**config.mk**
```make
export PLATFORM = sky130hd
export DESIGN_NAME = riscv_pipe_stage
export DESIGN_NICKNAME = d
export VERILOG_FILES = /design/src/rtl/riscv_pipe_stage_pkg.sv /design/src/rtl/riscv_pipe_stage_slot.sv /design/src/rtl/riscv_pipe_stage.sv
export SDC_FILE = /design/constraint.sdc
export NUM_CORES = 1
export LEC_CHECK = 0
export ABC_AREA = 1
export BUFFER_PORTS_ARGS = -buffer_cell sky130_fd_sc_hd__buf_2
export CAP_MARGIN = 20
export CORE_MARGIN = 10
export CORE_UTILIZATION = 30
export DETAILED_ROUTE_END_ITERATION = 7
export SYNTH_ARGS = -nofsm -noshare
export SYNTH_HDL_FRONTEND = slang
export SYNTH_SLANG_ARGS = --single-unit
```
**constraint.sdc**
```tcl
create_clock -name i_clk -period 1.9 [get_ports i_clk]
set_clock_uncertainty 0.15 [all_clocks]
set_input_delay 0.285 -clock i_clk [delete_from_list [all_inputs] [get_ports i_clk]]
set_output_delay 0.285 -clock i_clk [all_outputs]
set_load 0.01 [all_outputs]
```
**src/rtl/riscv_pipe_stage_pkg.sv**
```systemverilog
// Shared definitions for the pipeline stage register: datapath width and
// the (main_valid, skid_valid) state encoding.
package riscv_pipe_stage_pkg;

    localparam int unsigned XLEN = 32;

    // bit 0 = main slot valid, bit 1 = skid slot valid
    typedef enum logic [1:0] {
        ST_EMPTY = 2'b00,
        ST_HALF  = 2'b01,
        ST_FULL  = 2'b11
    } pipe_state_e;

endpackage

```
**src/rtl/riscv_pipe_stage_slot.sv**
```systemverilog
// One data slot of the pipeline stage: WIDTH-bit register with load enable
// and synchronous clear to RESET_VAL (reset has priority over clear).
module riscv_pipe_slot #(
    parameter int unsigned      WIDTH     = 32,
    parameter logic [WIDTH-1:0] RESET_VAL = '0
) (
    input  logic             clk,
    input  logic             rstn,
    input  logic             clr,
    input  logic             load,
    input  logic [WIDTH-1:0] d,
    output logic [WIDTH-1:0] q
);

    always_ff @(posedge clk) begin
        if (!rstn) begin
            q <= RESET_VAL;
        end else if (clr) begin
            q <= RESET_VAL;
        end else if (load) begin
            q <= d;
        end
    end

endmodule

```
**src/rtl/riscv_pipe_stage.sv**
```systemverilog
// Inter-stage pipeline register with 2-entry skid buffer, stall hold and flush.
// Optional stalled-cycle counter enabled by RISCV_PIPE_STAGE_PERF_EN.
module riscv_pipe_stage
    import riscv_pipe_stage_pkg::*;
#(
    parameter int unsigned           DATA_WIDTH = XLEN,
    parameter int unsigned           NUM_CH     = 3,
    parameter logic [DATA_WIDTH-1:0] RESET_VAL  = '0
) (
    input  logic                         i_clk,
    input  logic                         i_rstn,
    input  logic                         i_clr,
    input  logic                         i_stall,
    input  logic                         i_valid,
    output logic                         o_ready,
    input  logic [NUM_CH*DATA_WIDTH-1:0] i_data,
    output logic                         o_valid,
    input  logic                         i_ready,
    output logic [NUM_CH*DATA_WIDTH-1:0] o_data
`ifdef RISCV_PIPE_STAGE_PERF_EN
    ,
    output logic [31:0]                  o_stall_cnt
`endif
);

    localparam int unsigned W = NUM_CH * DATA_WIDTH;
    localparam logic [W-1:0] RESET_WORD = {NUM_CH{RESET_VAL}};

    pipe_state_e  state_q, state_d;
    logic         in_fire, out_fire;
    logic         load_main, load_skid, main_from_skid;
    logic [W-1:0] skid_q, main_d;

    // Both handshake flags come straight from state bits, so o_ready never
    // sees i_ready/i_stall combinationally.
    assign o_valid  = state_q[0];
    assign o_ready  = ~state_q[1];
    assign in_fire  = i_valid & o_ready;
    assign out_fire = o_valid & i_ready & ~i_stall;
    assign main_d   = main_from_skid ? skid_q : i_data;

    always_ff @(posedge i_clk) begin
        if (!i_rstn) begin
            state_q <= ST_EMPTY;
        end else begin
            state_q <= state_d;
        end
    end

    always_comb begin
        state_d        = state_q;
        load_main      = 1'b0;
        load_skid      = 1'b0;
        main_from_skid = 1'b0;
        if (i_clr) begin
            state_d = ST_EMPTY;
        end else begin
            case (state_q)
                ST_EMPTY: begin
                    if (in_fire) begin
                        state_d   = ST_HALF;
                        load_main = 1'b1;
                    end
                end
                ST_HALF: begin
                    if (in_fire && !out_fire) begin
                        state_d   = ST_FULL;
                        load_skid = 1'b1;
                    end else if (in_fire && out_fire) begin
                        load_main = 1'b1;
                    end else if (out_fire) begin
                        state_d = ST_EMPTY;
                    end
                end
                ST_FULL: begin
                    if (out_fire) begin
                        state_d        = ST_HALF;
                        load_main      = 1'b1;
                        main_from_skid = 1'b1;
                    end
                end
                default: state_d = ST_EMPTY;
            endcase
        end
    end

    riscv_pipe_slot #(
        .WIDTH     (W),
        .RESET_VAL (RESET_WORD)
    ) u_main (
        .clk  (i_clk),
        .rstn (i_rstn),
        .clr  (i_clr),
        .load (load_main),
        .d    (main_d),
        .q    (o_data)
    );

    riscv_pipe_slot #(
        .WIDTH     (W),
        .RESET_VAL (RESET_WORD)
    ) u_skid (
        .clk  (i_clk),
        .rstn (i_rstn),
        .clr  (i_clr),
        .load (load_skid),
        .d    (i_data),
        .q    (skid_q)
    );

`ifdef RISCV_PIPE_STAGE_PERF_EN
    // Survives flush on purpose: only reset clears the statistic.
    always_ff @(posedge i_clk) begin
        if (!i_rstn) begin
            o_stall_cnt <= '0;
        end else if (o_valid && (i_stall || !i_ready) && !i_clr) begin
            o_stall_cnt <= o_stall_cnt + 32'd1;
        end
    end
`endif

endmodule

```
Yosys cells after proc, flatten, opt, wreduce, memory -nomap -nowiden --
Cells that the tools add are included.
Storage, ports and cells: bits in registers 194, output and inout port bits 98, word-level logic and storage cells 39
Operators by class: equality and inequality tests 6, mux-type cells 18, bitwise operators 6, reductions and logical operators 6
Operators by type and width (number):
- $mux 96 | 1
- $mux 1 | 10
- $mux 2 | 5
- $ne 3x3->1 const B | 2
- $pmux 2 s3 | 1
- $ne 2x2->1 const B | 2
- $reduce_and 4->1 | 1
- $and 1x1->1 | 3
- $not 1->1 | 3
- $pmux 1 s3 | 1
- $eq 2x1->1 const B | 1
- $eq 2x2->1 const B | 1
- $logic_and 1x1->1 | 2
- $logic_not 2->1 | 1
- $reduce_or 2->1 | 1
- $logic_not 1->1 | 1

Longest topological paths before layout --
depth in word-level cells 7, gate-level depth with buffers 10

Cells and area by module --
A second synthesis with hierarchy kept.
Second synthesis, totals: cell total of the unflattened synthesis 1198, area total of the unflattened synthesis 8306.7 um^2
By module, submodules not included:
- riscv_pipe_slot | instances 2, cells each 418, area an instance 3338.2 um^2, seq. area each 1921.8 um^2
- riscv_pipe_stage | instances 1, cells each 362, area an instance 1630.3 um^2, seq. area each 40.0 um^2

Least setup slack after synthesis --
Ideal clock, no wire load.
path type reg-to-reg, start point register state_q[0], end point register u_main.q[33], setup time 0.113 ns, data arrival time 1.533 ns, data required time 1.637 ns, path slack 0.104 ns, cell stages (with the launch flop) 9, path buffers 2, clock period less this slack 1.796 ns, cells stage by stage dfxtp_1 > ha_1 > nand4_1 > nor2_2 > buf_6 > buf_2 > o21ai_0 > nor2_1 > nor2_1
On the way: longest elaborated chain between the ends 7, elaborated cells on any way between the ends 16
RTL lines:
- start, declared | RTL line riscv_pipe_stage.sv:29 | pipe_state_e state_q, state_d;
- start signal, assigned | RTL line riscv_pipe_stage.sv:46 | state_q <= state_d;
- $and 1x1->1 (2 in a row) | RTL line riscv_pipe_stage.sv:39 | assign out_fire = o_valid & i_ready & ~i_stall;
- $logic_and 1x1->1 or $logic_not 1->1 (tied branches) | RTL line riscv_pipe_stage.sv:69, riscv_pipe_stage.sv:66
- $mux 1 or $logic_and 1x1->1 (tied branches) | RTL line riscv_pipe_stage.sv:69, riscv_pipe_stage.sv:66
- $mux 1 | RTL line riscv_pipe_stage.sv:66 | if (in_fire && !out_fire) begin
- $pmux 1 s3 | RTL line riscv_pipe_stage.sv:58 | case (state_q)
- $mux 1 | RTL line riscv_pipe_stage.sv:55 | if (i_clr) begin
- end signal, assigned | RTL line riscv_pipe_stage_slot.sv:17 | q <= RESET_VAL;
- end signal, assigned | RTL line riscv_pipe_stage_slot.sv:19 | q <= RESET_VAL;
- end signal, assigned | RTL line riscv_pipe_stage_slot.sv:21 | q <= d;
- end, declared | RTL line riscv_pipe_stage_slot.sv:12 | output logic [WIDTH-1:0] q
Parallel ways exist; a longest one is shown, timed or not. A chain may end at the register's enable or synchronous reset.

Final worst setup path --
start point register state_q[0], end point register u_main.q[13]
Same word-level chain as after synthesis.

==> results summary <==
The flow ran to the end, but the final reports show violations. The final reports fail on negative setup slack. Counting I/O delays and the setup requirement, the final critical path takes 1.906 ns. The kind of path behind the tightest hold check is in2reg. Clock tree synthesis inserted a total of 17 buffers. The cell sitting at the root of the clock tree is a sky130_fd_sc_hd__clkbuf_16.

The starting density of the core is 0.3035. The global-route wire length before repair came out at 41.56 mm. The average detailed-routed wire length per instance came out at 13.56 um. The number of standard cells after synthesis came out at 1312. The proportion of synthesized chip area in sequential cells is 0.4471. The number of rows created at floorplan came out at 62. Dividing the detail-routed via count by the number of cells gives 4.378. The number of remaining DRC errors came out at 0.

The largest buffer count on any clock path came out at 2. The die covers 0.03616 mm^2. The worst ir drop on vdd came out at 0.4596 mV. The startpoint identified for the worst hold timing path is i_rstn. The number of fill cells came out at 2852. The overall overflow remaining after global route came out at 0. Static timing analysis puts the maximum clock frequency at 0.5247 GHz. The footprint of the multi-input gates is 0.003702 mm^2. Clock-pin slew was measured on the worst setup and hold paths at 0.08 ns.

Counting both buffers and inverters, the worst setup path holds a total of 4. The die extent in y is 190.2 um. After legalization and detailed placement, the total HPWL measured 17.07 mm. The number of DRC markers after the initial detailed-route iteration came out at 532. The final hold violation count is 0. The critical path goes through ha_4, nand4_1, buf_4, nand2_2, o21bai_4, buf_12, buf_12, clkbuf_16, nand2_1, nand2_1, nor2_1. The weighted congestion at the end of routability-driven global placement is 0.7441.

The slew at the pin closest to its max-slew limit is 0.3634 ns. The required time reported for the critical path endpoint came out at 2.09 ns. The fraction of synthesized cell area taken by the top area cell type came out at 0.4471. The slowest stage of the critical path is the sky130_fd_sc_hd__dfxtp_4 cell. Max-cap violations in this run came to 0. The number of vias after detailed routing is 8791.

The number of H-tree branching levels is 4. The count of different cell masters after synthesis came out at 20. The kind of cell with the highest combined delay along the critical path is buffers and inverters. The number of top-level design ports came out at 200. The count of buffers added on input and output ports is 199. The area of the placeable core came out at 0.02863 mm^2. The cell area after layout is 0.01241 mm^2.

The final worst slack is -0.005851 ns. The area growth from synthesis to final layout is 42.88%. The final antenna diode count is 0. The number of global-route vias before repair came out at 8192. The number of register bits inferred by synthesis is 194. The start point of the critical path is state_q[0]. The capturing element type of the critical path is a flip-flop.

The share of the clock period used by the worst path is 1.003. The insertion delay of the later-clocked pin in the worst-skew pair came out at 0.44 ns. The count of placed standard cells including taps is 1860.

The worst setup slack for register-to-register paths came out at -0.006 ns. The number of iterations in the first detailed-routing pass is 7. In the global route stage, overall resource usage came out at 0.1387. The Yosys warning count came out at 0. The post-synthesis instance area is 0.008687 mm^2. The clock net sink count came out at 194. In the final layout, the share of cells above drive strength 1 is 0.2020. Across the whole layout, storage elements account for 0.003891 mm^2.

The cell accounting for the most synthesized area is sky130_fd_sc_hd__dfxtp_1. The arrival time at the worst endpoint came out at 2.10 ns. In the final design database the tool counted 1717 nets. Setup repair after global routing could not meet its margin everywhere. Of all nets on the critical path, the largest fanout is 13. The area after detailed placement came out at 0.01034 mm^2. The reg-to-reg startpoint is state_q[0]. The pin count of the biggest net entering global routing is 80. For this run, the slowest stage of the critical path takes 0.38 ns. Dividing total power by cell area gives a power density of 759.1 mW/mm^2. The worst setup path is launched from a flip-flop. The number of nets with antenna violations after routing came out at 0. The number of cells in the finished layout apart from fillers came out at 2008. The number of antenna violations at the first check in global routing came out at 0. TritonCTS built the clock tree.

The post-synthesis net count came out at 1418. The wire length after detailed routing is 27.22 mm. The die span in x came out at 190.2 um. The design draws 0.009422 W. The average footprint of a synthesized cell is 6.621 um^2. The worst pin sits at a relative slew slack of 0.7577.

For this design the static power due to leakage is 6.202 nW. By area the synthesized netlist is led by sky130_fd_sc_hd__dfxtp_1, sky130_fd_sc_hd__nand2_1, sky130_fd_sc_hd__nor2_1, sky130_fd_sc_hd__o21ai_0, sky130_fd_sc_hd__inv_1. The count of pins over their slew limit is 0. Setup violations remaining at the end of the flow were counted as 1. The critical path is of the reg2reg type.
[synth_stat cells]
cell and count:
sky130_fd_sc_hd__a21oi_1 71, sky130_fd_sc_hd__buf_2 35, sky130_fd_sc_hd__buf_4 4, sky130_fd_sc_hd__buf_6 19, sky130_fd_sc_hd__clkbuf_1 26, sky130_fd_sc_hd__clkbuf_2 1, sky130_fd_sc_hd__dfxtp_1 194, sky130_fd_sc_hd__ha_1 4
sky130_fd_sc_hd__inv_1 174, sky130_fd_sc_hd__inv_2 2, sky130_fd_sc_hd__nand2_1 354, sky130_fd_sc_hd__nand3_1 1, sky130_fd_sc_hd__nand3_2 3, sky130_fd_sc_hd__nand4_1 1, sky130_fd_sc_hd__nor2_1 226, sky130_fd_sc_hd__nor2_2 4
sky130_fd_sc_hd__nor3_1 27, sky130_fd_sc_hd__o21ai_0 135, sky130_fd_sc_hd__o21ai_1 30, sky130_fd_sc_hd__o21bai_2 1
[flip-flops by register name, summed over array words and instances (netlist names)]
name	cells
state_q	2
u_main.q	96
u_skid.q	96
[worst paths after layout]
check / endpoint / cells past startpoint
setup reg to reg: u_main.q[13] / 11
hold / removal: u_main.q[0] / 6
hold reg to reg: u_main.q[19] / 4
setup / recovery: u_main.q[13] / 11
[kinds of logic after synthesis]
group	share of synthesized area
AND/OR/NAND/NOR	0.2738
buffers and inverters	0.1361
AO/OA/AOI/OAI	0.1373
flip-flops	0.4471
adder cells (fa/ha/maj)	0.005761
[metal layers]
metal | wire [um] | vias up | track usage | share of wire
met3 | 1537 | 35 | 0.03625 | 0.056
li1 | - | 4601 | - | -
met2 | 13040 | 207 | 0.2299 | 0.48
met4 | 574 | 0 | 0.05300 | 0.021
met5 | 0 | - | 0 | 0
met1 | 12070 | 3948 | 0.1687 | 0.44
[where the power goes]
group / switching (W) / total (W) / internal [W] / leakage (nW)
Sequential: 0.0000700 / 0.00426 / 0.00419 / 1.57
Clock: 0.00182 / 0.00383 / 0.00202 / 0.302
Combinational: 0.000692 / 0.00133 / 0.000641 / 4.33
[per-stage QoR]
stage,worst slack (ns),TNS (ns),hold slack (ns),util
floorplan,0.1042,0,0.2771,-
global placement,0.05874,0,0.3433,0.3612
detailed placement,-0.01305,-0.08627,0.3455,0.3612
CTS,0.002808,0,0.2310,0.4165
global route,-0.08696,-1.265,0.2754,0.4336
finish,-0.005851,-0.005851,0.2642,0.4336
[worst register-to-register path: stages, from the launching register on]
cell,delay (ns)
sky130_fd_sc_hd__dfxtp_4,0.38
sky130_fd_sc_hd__ha_4,0.17
sky130_fd_sc_hd__nand4_1,0.10
sky130_fd_sc_hd__buf_4,0.13
sky130_fd_sc_hd__nand2_2,0.05
sky130_fd_sc_hd__o21bai_4,0.17
sky130_fd_sc_hd__buf_12,0.15
sky130_fd_sc_hd__buf_12,0.14
sky130_fd_sc_hd__clkbuf_16,0.18
sky130_fd_sc_hd__nand2_1,0.07
sky130_fd_sc_hd__nand2_1,0.08
sky130_fd_sc_hd__nor2_1,0.05
[cell usage in the layout, fill, tap and decap left out, types with 2 or more instances in the layout]
cell type                       count
sky130_fd_sc_hd__nand2_1          353
sky130_fd_sc_hd__nor2_1           219
sky130_fd_sc_hd__buf_2            199
sky130_fd_sc_hd__dfxtp_1          192
sky130_fd_sc_hd__inv_1            173
sky130_fd_sc_hd__o21ai_0          131
sky130_fd_sc_hd__dlygate4sd3_1     96
sky130_fd_sc_hd__a21oi_1           71
sky130_fd_sc_hd__o21ai_1           33
sky130_fd_sc_hd__clkbuf_16         28
sky130_fd_sc_hd__buf_4             28
sky130_fd_sc_hd__nor3_1            27
sky130_fd_sc_hd__buf_12            20
sky130_fd_sc_hd__nor2_2             8
sky130_fd_sc_hd__buf_16             5
sky130_fd_sc_hd__nand3_2            4
sky130_fd_sc_hd__inv_8              4
sky130_fd_sc_hd__buf_6              4
sky130_fd_sc_hd__nor2_4             3
sky130_fd_sc_hd__inv_6              3
sky130_fd_sc_hd__inv_2              2
sky130_fd_sc_hd__ha_2               2
sky130_fd_sc_hd__ha_4               2
sky130_fd_sc_hd__clkinv_8           2
sky130_fd_sc_hd__clkinv_4           2
sky130_fd_sc_hd__bufinv_16          2
sky130_fd_sc_hd__buf_8              2
sky130_fd_sc_hd__dfxtp_4            2
[area by class of cell]
class                   instances  area share
flip-flops and latches        194      0.3135
multi-input cells             857      0.2983
repair buffers                365      0.2462
inverters                     176     0.05343
well taps                     384     0.03871
clock buffers                  17     0.03427
clock inverters                15     0.01563
[timing repair]
item                                   in CTS  in global routing
hold buffers                               96                  0
setup endpoints to repair                  34                 96
endpoints found under the hold margin      96                  0
buffers inserted                            0                  8
pin swaps                                   1                  5
resized for setup                           2                 37
gates cloned                                0                 12
(Power assumes the default switching activity.)
